**src/rtl/padring_pkg.sv**
```systemverilog
// Shared types and constants for the padring configuration sequencer.
package padring_pkg;

   localparam int PAD_CFG_WIDTH      = 8;
   localparam int PAD_TECH_CFG_WIDTH = 16;

   localparam int WE_BASE = 0;
   localparam int NO_BASE = 9;
   localparam int SO_BASE = 18;
   localparam int EA_BASE = 27;

   // Field order matches the request bus layout {tech_cfg, cfg, oen, ie}.
   typedef struct packed {
      logic [PAD_TECH_CFG_WIDTH-1:0] tech_cfg;
      logic [PAD_CFG_WIDTH-1:0]      cfg;
      logic                          oen;
      logic                          ie;
   } pad_cfg_t;

   localparam pad_cfg_t PAD_SAFE = '{tech_cfg: '0, cfg: '0, oen: 1'b1, ie: 1'b0};

   typedef enum logic {
      ST_IDLE,
      ST_APPLY
   } state_t;

endpackage

```
**src/rtl/padring_cfg_unpack.sv**
```systemverilog
// Maps the flat array of active pad settings onto the four per-side pad buses.
module padring_cfg_unpack
   import padring_pkg::*;
#(
   parameter int NGPIO          = 9,
   parameter int CFG_WIDTH      = 8,
   parameter int TECH_CFG_WIDTH = 16
) (
   input  pad_cfg_t                          active [4*NGPIO],
   output logic [NGPIO-1:0]                  we_ie,
   output logic [NGPIO-1:0]                  no_ie,
   output logic [NGPIO-1:0]                  so_ie,
   output logic [NGPIO-1:0]                  ea_ie,
   output logic [NGPIO-1:0]                  we_oen,
   output logic [NGPIO-1:0]                  no_oen,
   output logic [NGPIO-1:0]                  so_oen,
   output logic [NGPIO-1:0]                  ea_oen,
   output logic [NGPIO*CFG_WIDTH-1:0]        we_cfg,
   output logic [NGPIO*CFG_WIDTH-1:0]        no_cfg,
   output logic [NGPIO*CFG_WIDTH-1:0]        so_cfg,
   output logic [NGPIO*CFG_WIDTH-1:0]        ea_cfg,
   output logic [NGPIO*TECH_CFG_WIDTH-1:0]   we_tech_cfg,
   output logic [NGPIO*TECH_CFG_WIDTH-1:0]   no_tech_cfg,
   output logic [NGPIO*TECH_CFG_WIDTH-1:0]   so_tech_cfg,
   output logic [NGPIO*TECH_CFG_WIDTH-1:0]   ea_tech_cfg
);

   for (genvar gi = 0; gi < NGPIO; gi++) begin : g_pad
      assign we_ie[gi] = active[WE_BASE + gi].ie;
      assign no_ie[gi] = active[NO_BASE + gi].ie;
      assign so_ie[gi] = active[SO_BASE + gi].ie;
      assign ea_ie[gi] = active[EA_BASE + gi].ie;

      assign we_oen[gi] = active[WE_BASE + gi].oen;
      assign no_oen[gi] = active[NO_BASE + gi].oen;
      assign so_oen[gi] = active[SO_BASE + gi].oen;
      assign ea_oen[gi] = active[EA_BASE + gi].oen;

      assign we_cfg[gi*CFG_WIDTH +: CFG_WIDTH] = active[WE_BASE + gi].cfg;
      assign no_cfg[gi*CFG_WIDTH +: CFG_WIDTH] = active[NO_BASE + gi].cfg;
      assign so_cfg[gi*CFG_WIDTH +: CFG_WIDTH] = active[SO_BASE + gi].cfg;
      assign ea_cfg[gi*CFG_WIDTH +: CFG_WIDTH] = active[EA_BASE + gi].cfg;

      assign we_tech_cfg[gi*TECH_CFG_WIDTH +: TECH_CFG_WIDTH] = active[WE_BASE + gi].tech_cfg;
      assign no_tech_cfg[gi*TECH_CFG_WIDTH +: TECH_CFG_WIDTH] = active[NO_BASE + gi].tech_cfg;
      assign so_tech_cfg[gi*TECH_CFG_WIDTH +: TECH_CFG_WIDTH] = active[SO_BASE + gi].tech_cfg;
      assign ea_tech_cfg[gi*TECH_CFG_WIDTH +: TECH_CFG_WIDTH] = active[EA_BASE + gi].tech_cfg;
   end

endmodule

```
**src/rtl/padring_cfg_ctrl.sv**
```systemverilog
// Padring configuration sequencer: staged per-pad writes, committed one pad at a
// time with a fixed stagger so output drivers never all switch together.
module padring_cfg_ctrl
   import padring_pkg::*;
#(
   parameter int NGPIO          = 9,
   parameter int CFG_WIDTH      = PAD_CFG_WIDTH,
   parameter int TECH_CFG_WIDTH = PAD_TECH_CFG_WIDTH,
   parameter int STAGGER        = 4
) (
   input  logic                                clk,
   input  logic                                rst,
   input  logic                                req_valid,
   output logic                                req_ready,
   input  logic [5:0]                          req_addr,
   input  logic [2+CFG_WIDTH+TECH_CFG_WIDTH-1:0] req_data,
   input  logic                                commit,
   input  logic                                abort,
   output logic                                busy,
   output logic                                done,
   output logic                                err,
   output logic [NGPIO-1:0]                    we_ie,
   output logic [NGPIO-1:0]                    no_ie,
   output logic [NGPIO-1:0]                    so_ie,
   output logic [NGPIO-1:0]                    ea_ie,
   output logic [NGPIO-1:0]                    we_oen,
   output logic [NGPIO-1:0]                    no_oen,
   output logic [NGPIO-1:0]                    so_oen,
   output logic [NGPIO-1:0]                    ea_oen,
   output logic [NGPIO*CFG_WIDTH-1:0]          we_cfg,
   output logic [NGPIO*CFG_WIDTH-1:0]          no_cfg,
   output logic [NGPIO*CFG_WIDTH-1:0]          so_cfg,
   output logic [NGPIO*CFG_WIDTH-1:0]          ea_cfg,
   output logic [NGPIO*TECH_CFG_WIDTH-1:0]     we_tech_cfg,
   output logic [NGPIO*TECH_CFG_WIDTH-1:0]     no_tech_cfg,
   output logic [NGPIO*TECH_CFG_WIDTH-1:0]     so_tech_cfg,
   output logic [NGPIO*TECH_CFG_WIDTH-1:0]     ea_tech_cfg
);

   localparam int NPADS = 4 * NGPIO;
   localparam int CNT_W = (STAGGER > 1) ? $clog2(STAGGER) : 1;

   state_t             state_reg;
   logic [5:0]         idx_reg;
   logic [CNT_W-1:0]   cnt_reg;
   logic               done_reg;
   logic               err_reg;
   pad_cfg_t           staging_reg [NPADS];
   pad_cfg_t           active_reg  [NPADS];

   logic wr_accept;
   logic addr_ok;
   logic apply_now;

   assign wr_accept = req_valid && (state_reg == ST_IDLE);
   assign addr_ok   = (req_addr < 6'(NPADS));
   assign apply_now = (state_reg == ST_APPLY) && (cnt_reg == '0);

   assign req_ready = (state_reg == ST_IDLE);
   assign busy      = (state_reg == ST_APPLY);
   assign done      = done_reg;
   assign err       = err_reg;

   // Staging is untouched by abort so software can simply re-commit afterwards.
   for (genvar gi = 0; gi < NPADS; gi++) begin : g_bank
      always_ff @(posedge clk) begin
         if (rst) begin
            staging_reg[gi] <= PAD_SAFE;
         end else if (wr_accept && addr_ok && (req_addr == 6'(gi))) begin
            staging_reg[gi] <= pad_cfg_t'(req_data);
         end
      end

      always_ff @(posedge clk) begin
         if (rst || abort) begin
            active_reg[gi] <= PAD_SAFE;
         end else if (apply_now && (idx_reg == 6'(gi))) begin
            active_reg[gi] <= staging_reg[gi];
         end
      end
   end

   always_ff @(posedge clk) begin
      if (rst) begin
         state_reg <= ST_IDLE;
         idx_reg   <= '0;
         cnt_reg   <= '0;
         done_reg  <= 1'b0;
         err_reg   <= 1'b0;
      end else begin
         done_reg <= 1'b0;
         err_reg  <= wr_accept && !addr_ok;
         if (abort) begin
            state_reg <= ST_IDLE;
            idx_reg   <= '0;
            cnt_reg   <= '0;
         end else begin
            case (state_reg)
               ST_IDLE: begin
                  if (commit) begin
                     state_reg <= ST_APPLY;
                     idx_reg   <= '0;
                     cnt_reg   <= '0;
                  end
               end
               ST_APPLY: begin
                  if (cnt_reg == '0) begin
                     if (idx_reg == 6'(NPADS - 1)) begin
                        state_reg <= ST_IDLE;
                        done_reg  <= 1'b1;
                     end else begin
                        idx_reg <= idx_reg + 6'd1;
                        cnt_reg <= CNT_W'(STAGGER - 1);
                     end
                  end else begin
                     cnt_reg <= cnt_reg - 1'b1;
                  end
               end
               default: state_reg <= ST_IDLE;
            endcase
         end
      end
   end

   padring_cfg_unpack #(
      .NGPIO          (NGPIO),
      .CFG_WIDTH      (CFG_WIDTH),
      .TECH_CFG_WIDTH (TECH_CFG_WIDTH)
   ) u_unpack (
      .active      (active_reg),
      .we_ie       (we_ie),
      .no_ie       (no_ie),
      .so_ie       (so_ie),
      .ea_ie       (ea_ie),
      .we_oen      (we_oen),
      .no_oen      (no_oen),
      .so_oen      (so_oen),
      .ea_oen      (ea_oen),
      .we_cfg      (we_cfg),
      .no_cfg      (no_cfg),
      .so_cfg      (so_cfg),
      .ea_cfg      (ea_cfg),
      .we_tech_cfg (we_tech_cfg),
      .no_tech_cfg (no_tech_cfg),
      .so_tech_cfg (so_tech_cfg),
      .ea_tech_cfg (ea_tech_cfg)
   );

endmodule

```
**config.mk**
```make
export PLATFORM = sky130hd
export DESIGN_NAME = padring_cfg_ctrl
export DESIGN_NICKNAME = d
export VERILOG_FILES = /design/src/rtl/padring_pkg.sv /design/src/rtl/padring_cfg_unpack.sv /design/src/rtl/padring_cfg_ctrl.sv
export SDC_FILE = /design/constraint.sdc
export NUM_CORES = 2
export LEC_CHECK = 0
export BUFFER_PORTS_ARGS = -buffer_cell sky130_fd_sc_hd__buf_2
export CORE_MARGIN = 2
export CORE_UTILIZATION = 45
export CTS_CLUSTER_DIAMETER = 50
export DETAILED_ROUTE_END_ITERATION = 16
export GPL_TIMING_DRIVEN = 0
export HOLD_SLACK_MARGIN = 0.1
export PLACE_DENSITY = 0.7
export SETUP_SLACK_MARGIN = 0.5
export SYNTH_ARGS = -nofsm -noshare
export SYNTH_HDL_FRONTEND = slang
export SYNTH_SLANG_ARGS = --single-unit
```
**constraint.sdc**
```tcl
create_clock -name clk -period 5.6 [get_ports clk]
set_clock_uncertainty 0.1 [all_clocks]
set_input_delay 0.84 -clock clk [delete_from_list [all_inputs] [get_ports clk]]
set_output_delay 0.84 -clock clk [all_outputs]
set_load 0.01 [all_outputs]
```
# Yosys cells after proc, flatten, opt, wreduce, memory -nomap -nowiden
# Memory sizes are Yosys's and may differ from the RTL's. A register that Yosys moved wholly into a read port is not among the register bits.
# Index checks and enable logic that the tools add are counted.
# classes
addsub	2
order_cmp	1
eq_ne	74
mux	159
n_bitwise	38
reduce_logical	85
# op_table
op	n
$mux W26	36
$eq A6 B5 Y1 const B	32
$mux W1	114
$eq A6 B4 Y1 const B	16
$logic_and A1 B1 Y1	76
$eq A6 B3 Y1 const B	8
$eq A6 B6 Y1 const B	8
$or A1 B1 Y1	36
$eq A6 B2 Y1 const B	4
$mux W6	3
$eq A6 B1 Y1 const B	2
$logic_not A6 Y1	2
$pmux W6 S2	1
$add A6 B1 Y6 const B	1
$lt A6 B6 Y1 const B	1
$mux W2	3
$ne A2 B1 Y1 const B	2
$pmux W2 S2	1
$reduce_or A4 Y1	1
$ne A3 B3 Y1 const B	1
$reduce_and A3 Y1	1
$logic_not A2 Y1	1
$ne A2 B2 Y1 const B	1
$not A1 Y1	2
6 further kinds	6
# totals
reg_bits	11
ram_bits	936
inputBits	37
out_inout_bits	940
word_cells	365
mem_count	1
# mem_list
memory	depth	word_bits	read_ports	rd_ports_with_merged_regs	write_ports	line_no	text
staging_reg	36	26	36	36	36	padring_cfg_ctrl.sv:48	pad_cfg_t staging_reg [NPADS];

# Logic depth before layout (Yosys ltp)
# depth
ltp_word	8
ltp_mapped	9
depth_no_buf	5

# Modules after synthesis
# A second synthesis with hierarchy kept.
# unflattened
hier_cells	7296
area_unflattened_um2	80511.0
# by_module_without_submodules
mod	instances	cells_per_inst	area_per_inst_um2	seq_area_each_um2
padring_cfg_ctrl	1	6360	73484.2	47065.1
padring_cfg_unpack	1	936	7026.7	0.0

# Worst setup path before layout
# OpenSTA, ideal clock, no wires.
# synth_timing
kind	input to register
startpoint	input port req_addr[5]
endpoint	memory staging_reg[28][0] (netlist bit) (enable)
setup_time_ns	0.415
arrival_time_ns	3.158
t_required_ns	5.085
path_slack_ns	1.928
cell_stages	5
path_buffers	2
path_cell_list	nand4bb_1 buf_4 buf_6 or3b_2 o21bai_1
# synth_rtl
element	line_no	text
from (decl)	padring_cfg_ctrl.sv:15	input logic [5:0] req_addr,
to (decl)	padring_cfg_ctrl.sv:48	

# Worst setup path after layout
# layout_timing
startpoint	register state_reg (netlist: busy)
endpoint	output port req_ready
# layout_via
elab_chain_len	1
# layout_rtl
element	line_no	text
from (decl)	padring_cfg_ctrl.sv:43	state_t state_reg;
from (signal assigned)	padring_cfg_ctrl.sv:85	state_reg <= ST_IDLE;
from (signal assigned)	padring_cfg_ctrl.sv:94	state_reg <= ST_IDLE;
from (signal assigned)	padring_cfg_ctrl.sv:101	state_reg <= ST_APPLY;
$not A1 Y1 (no line)	n/a	
to (decl)	padring_cfg_ctrl.sv:14	output logic req_ready,
# Every way passes these cells.

==> metrics.md <==
| Metric | Value |
|---|---|
| Worst hold stages | `3` |
| Top post-synthesis cells by area | `edfxtp_1 38%, dfxtp_1 26%, mux2i_1 11%` |
| Yosys top cell by area | `edfxtp_1` |
| Seq cells post-synth | `1883` |
| Crit path max fanout | `10` |
| 1st-iter DRT viols | `7777` |
| Seq/Total Area, Yosys | `63.9%` |
| Gpl congestion | `0.932` |
| Count of final setup violators | `0` |
| Sequential share of power | `50.2%` |
| Core area | `163000 sq um` |
| Vias per std cell | `5.67` |
| Io pins | `977` |
| Die ar. | `167000 sq um` |
| Cell Area, Synth | `73700 sq um` |
| Worst Tran Pin Value | `1.65 ns` |
| Tot Pwr | `29.4 mW` |
| Post-DP HPWL | `227000 um` |
| Final nets | `7589` |
| CTS root buf | `clkbuf_16` |
| Number of global-route vias before repair | `52500` |
| Share of cells above drive strength 1 | `21.8%` |
| Hold Vio Cnt, Final | `0` |
| Most frequent cells after synthesis | `1556 x nand2_1, 947 x dfxtp_1, 936 x edfxtp_1` |
| CTS sink cnt | `1883` |
| Wire length per cell | `31.6 um` |
| Dpl ws | `1.82 ns` |
| Synth top area share | `38.1%` |
| P&R area growth vs syn | `20.6%` |
| Post-route insts no fill | `10000` |
| Fill count | `14100` |
| Total GRT Usage | `36.6%` |
| Hold buffers post-CTS | `0` |
| Most frequent cell after synthesis | `nand2_1` |
| Post-Syn Instances | `6348` |
| Post-CTS Setup Inserts | `0` |
| Syn Nets | `6390` |
| LEAKAGE | `33.9 nW` |
| Worst-path clk slew | `0.06 ns` |
| Worst setup margin | `2.18 ns` |
| Synth Area per Inst | `11.6 sq um` |
| Comb pwr share | `4.6%` |
| Initial Utilization | `45.3%` |
| Maximum clock frequency | `292 MHz` |
| Crit path required time | `4.66 ns` |
| Clock share of power | `45.3%` |
| Synth warnings | `0` |
| Worst-Skew Late Latency | `0.84 ns` |
| First-pass GRT wire length | `420000 um` |
| Worst vdd ir | `0.325 mV` |
| Reg2Reg Depth | `4` |
| Final TNS setup | `0 ns` |
| Post-synth EDFFs | `936` |
| Status | `finished with violations` |
| Row cnt | `148` |
| Asr flop ratio synth | `0%` |
| Die width | `409 um` |
| RSZ-0062 raised after global routing | `no` |
| Die Span Y | `409 um` |
| Final Max Tran Viols | `58` |
| Post-cts gate resize count | `0` |
| Crit share post-route | `61.1%` |
| Switching power | `6.94 mW` |
| Hold Path Class | `input pin to flip-flop` |
| Worst hold endpoint | `err` |
| CTS tree | `built` |
| Failing checks | `antenna violations, max-capacitance violations, max-slew violations` |
| WS Path Type | `flip-flop to primary output` |
| Detailed Route WL | `317000 um` |
| Largest net degree at the start of global routing | `27` |
| Hold path start | `req_addr[5]` |
| Final min period | `3.42 ns` |
| Maxcap violations | `6` |
| Dpl cells | `9520` |
| Routed vias | `56900` |
| Num CTS Buffers | `200` |
| Switching share of total power | `23.6%` |
| I/O Buffers | `975` |
| DRC viols | `0` |
| Top_reg_cell synth | `dfxtp_1` |
| Pint | `22.4 mW` |
| Pwr Density | `331 nW/um^2` |
| Worst Path Arrival | `2.48 ns` |
| Grt ovf | `0` |
| Worst Setup Start Kind | `flip-flop` |
| CP Capture Type | `primary output` |
| Library cells used by synthesis | `49` |
| Reg-to-reg startpoint | `busy` |
| Reg2reg setup slack | `2.37 ns` |
| Clk buf depth | `3` |
| Worst slew margin | `-10.3%` |
| FF-to-FF End | `staging_reg[4][17]` |
| Initial antenna violation count | `88` |
| ANT nets after route | `2` |
| H-Tree Depth | `4` |
| Drt pass-1 iters | `6` |
-- power by group through the flow --
stage                     Sequential [mW]  Combinational, mW  Clock [mW]
after floorplan                      15.0              0.491           0
after global placement               15.0               1.20           0
after detailed placement             15.0               1.27           0
after CTS                            14.7               1.28        13.3
after global routing                 14.8               1.32        13.8
final                                14.7               1.34        13.3
-- layout make-up --
type                    instances  area (sq um)  area share [%]
diodes                        133           333           0.375
plain buffers                 512          2720            3.06
clock buffers                 295          5790            6.51
clock inverters                79           754           0.849
inverters                      11          41.3          0.0465
multi-input cells            3942         24000            27.0
flip-flops and latches       1883         47100            53.0
well taps                    2175          2720            3.06
repair buffers                997          5430            6.11
-- critical path, cell delays in order (launching register included) --
cell      delay, ns
dfxtp_1        0.54
buf_2          0.27
clkbuf_1       0.41
inv_1          0.19
buf_2          0.24
-- worst max path at each step --
stage	start	endpoint	slack (ns)	depth (start not counted)
3_3_place_gp	req_addr[5]	staging_reg[28][19]	0.06	6
4_1_cts	busy	req_ready	2.22	4
5_1_grt	busy	req_ready	2.09	4
6_report	busy	req_ready	2.18	4
2_1_floorplan	req_addr[5]	staging_reg[28][0]	1.93	5
3_5_place_dp	rst	active_reg[570]	1.82	7
-- metal layers --
layer	vias up	global-route usage, %	routed length, um
met5	-	0	102
li1	23900	-	-
met4	16	22.2	20700
met2	3890	54.6	139000
met3	834	12.7	40700
met1	28200	45.8	117000
-- placed cells by master, fill, tap and decap left out, types with 8 or more instances in the layout --
master,instances
clkbuf_16,203
dfxtp_1,947
clkbuf_8,36
clkbuf_1,264
edfxtp_1,936
nor2_1,71
mux2i_1,807
buf_16,15
buf_2,1082
a21oi_1,128
buf_1,23
bufinv_16,9
clkinv_2,26
or3b_2,8
nand2b_1,41
clkbuf_2,67
nand3_1,139
nor2_4,9
and2_1,902
nor2_2,11
diode_2,133
inv_6,9
inv_1,10
buf_6,48
nor4_4,36
nor4_1,9
o21ai_0,130
nand2_1,1556
buf_4,59
a31o_2,28
clkinv_1,19
-- stage by stage --
stage	hold slack (ns)	utilization, %	instance area, sq um
detailed placement	0.343	50.4	82000
CTS	0.184	54.4	88500
global route	0.223	54.4	88600
floorplan	0.340	-	73700
global placement	0.341	49.9	81300
finish	0.239	54.6	88900
-- cell families (layout without fill, tap and decap cells) --
| group | Yosys count | in the layout | share of synthesized area (%) |
|---|---|---|---|
| AO/OA/AOI/OAI | 308 | 308 | 2.34 |
| adder cells (fa/ha/maj) | 5 | 5 | 0.0849 |
| buffers and inverters | 523 | 1894 | 3.63 |
| flip-flops | 1883 | 1883 | 63.9 |
| multiplexers | 808 | 808 | 11.0 |
| other | 0 | 133 | 0 |
| AND/OR/NAND/NOR | 2821 | 2821 | 19.1 |
No activity file was read; power rests on OpenSTA's default activity.
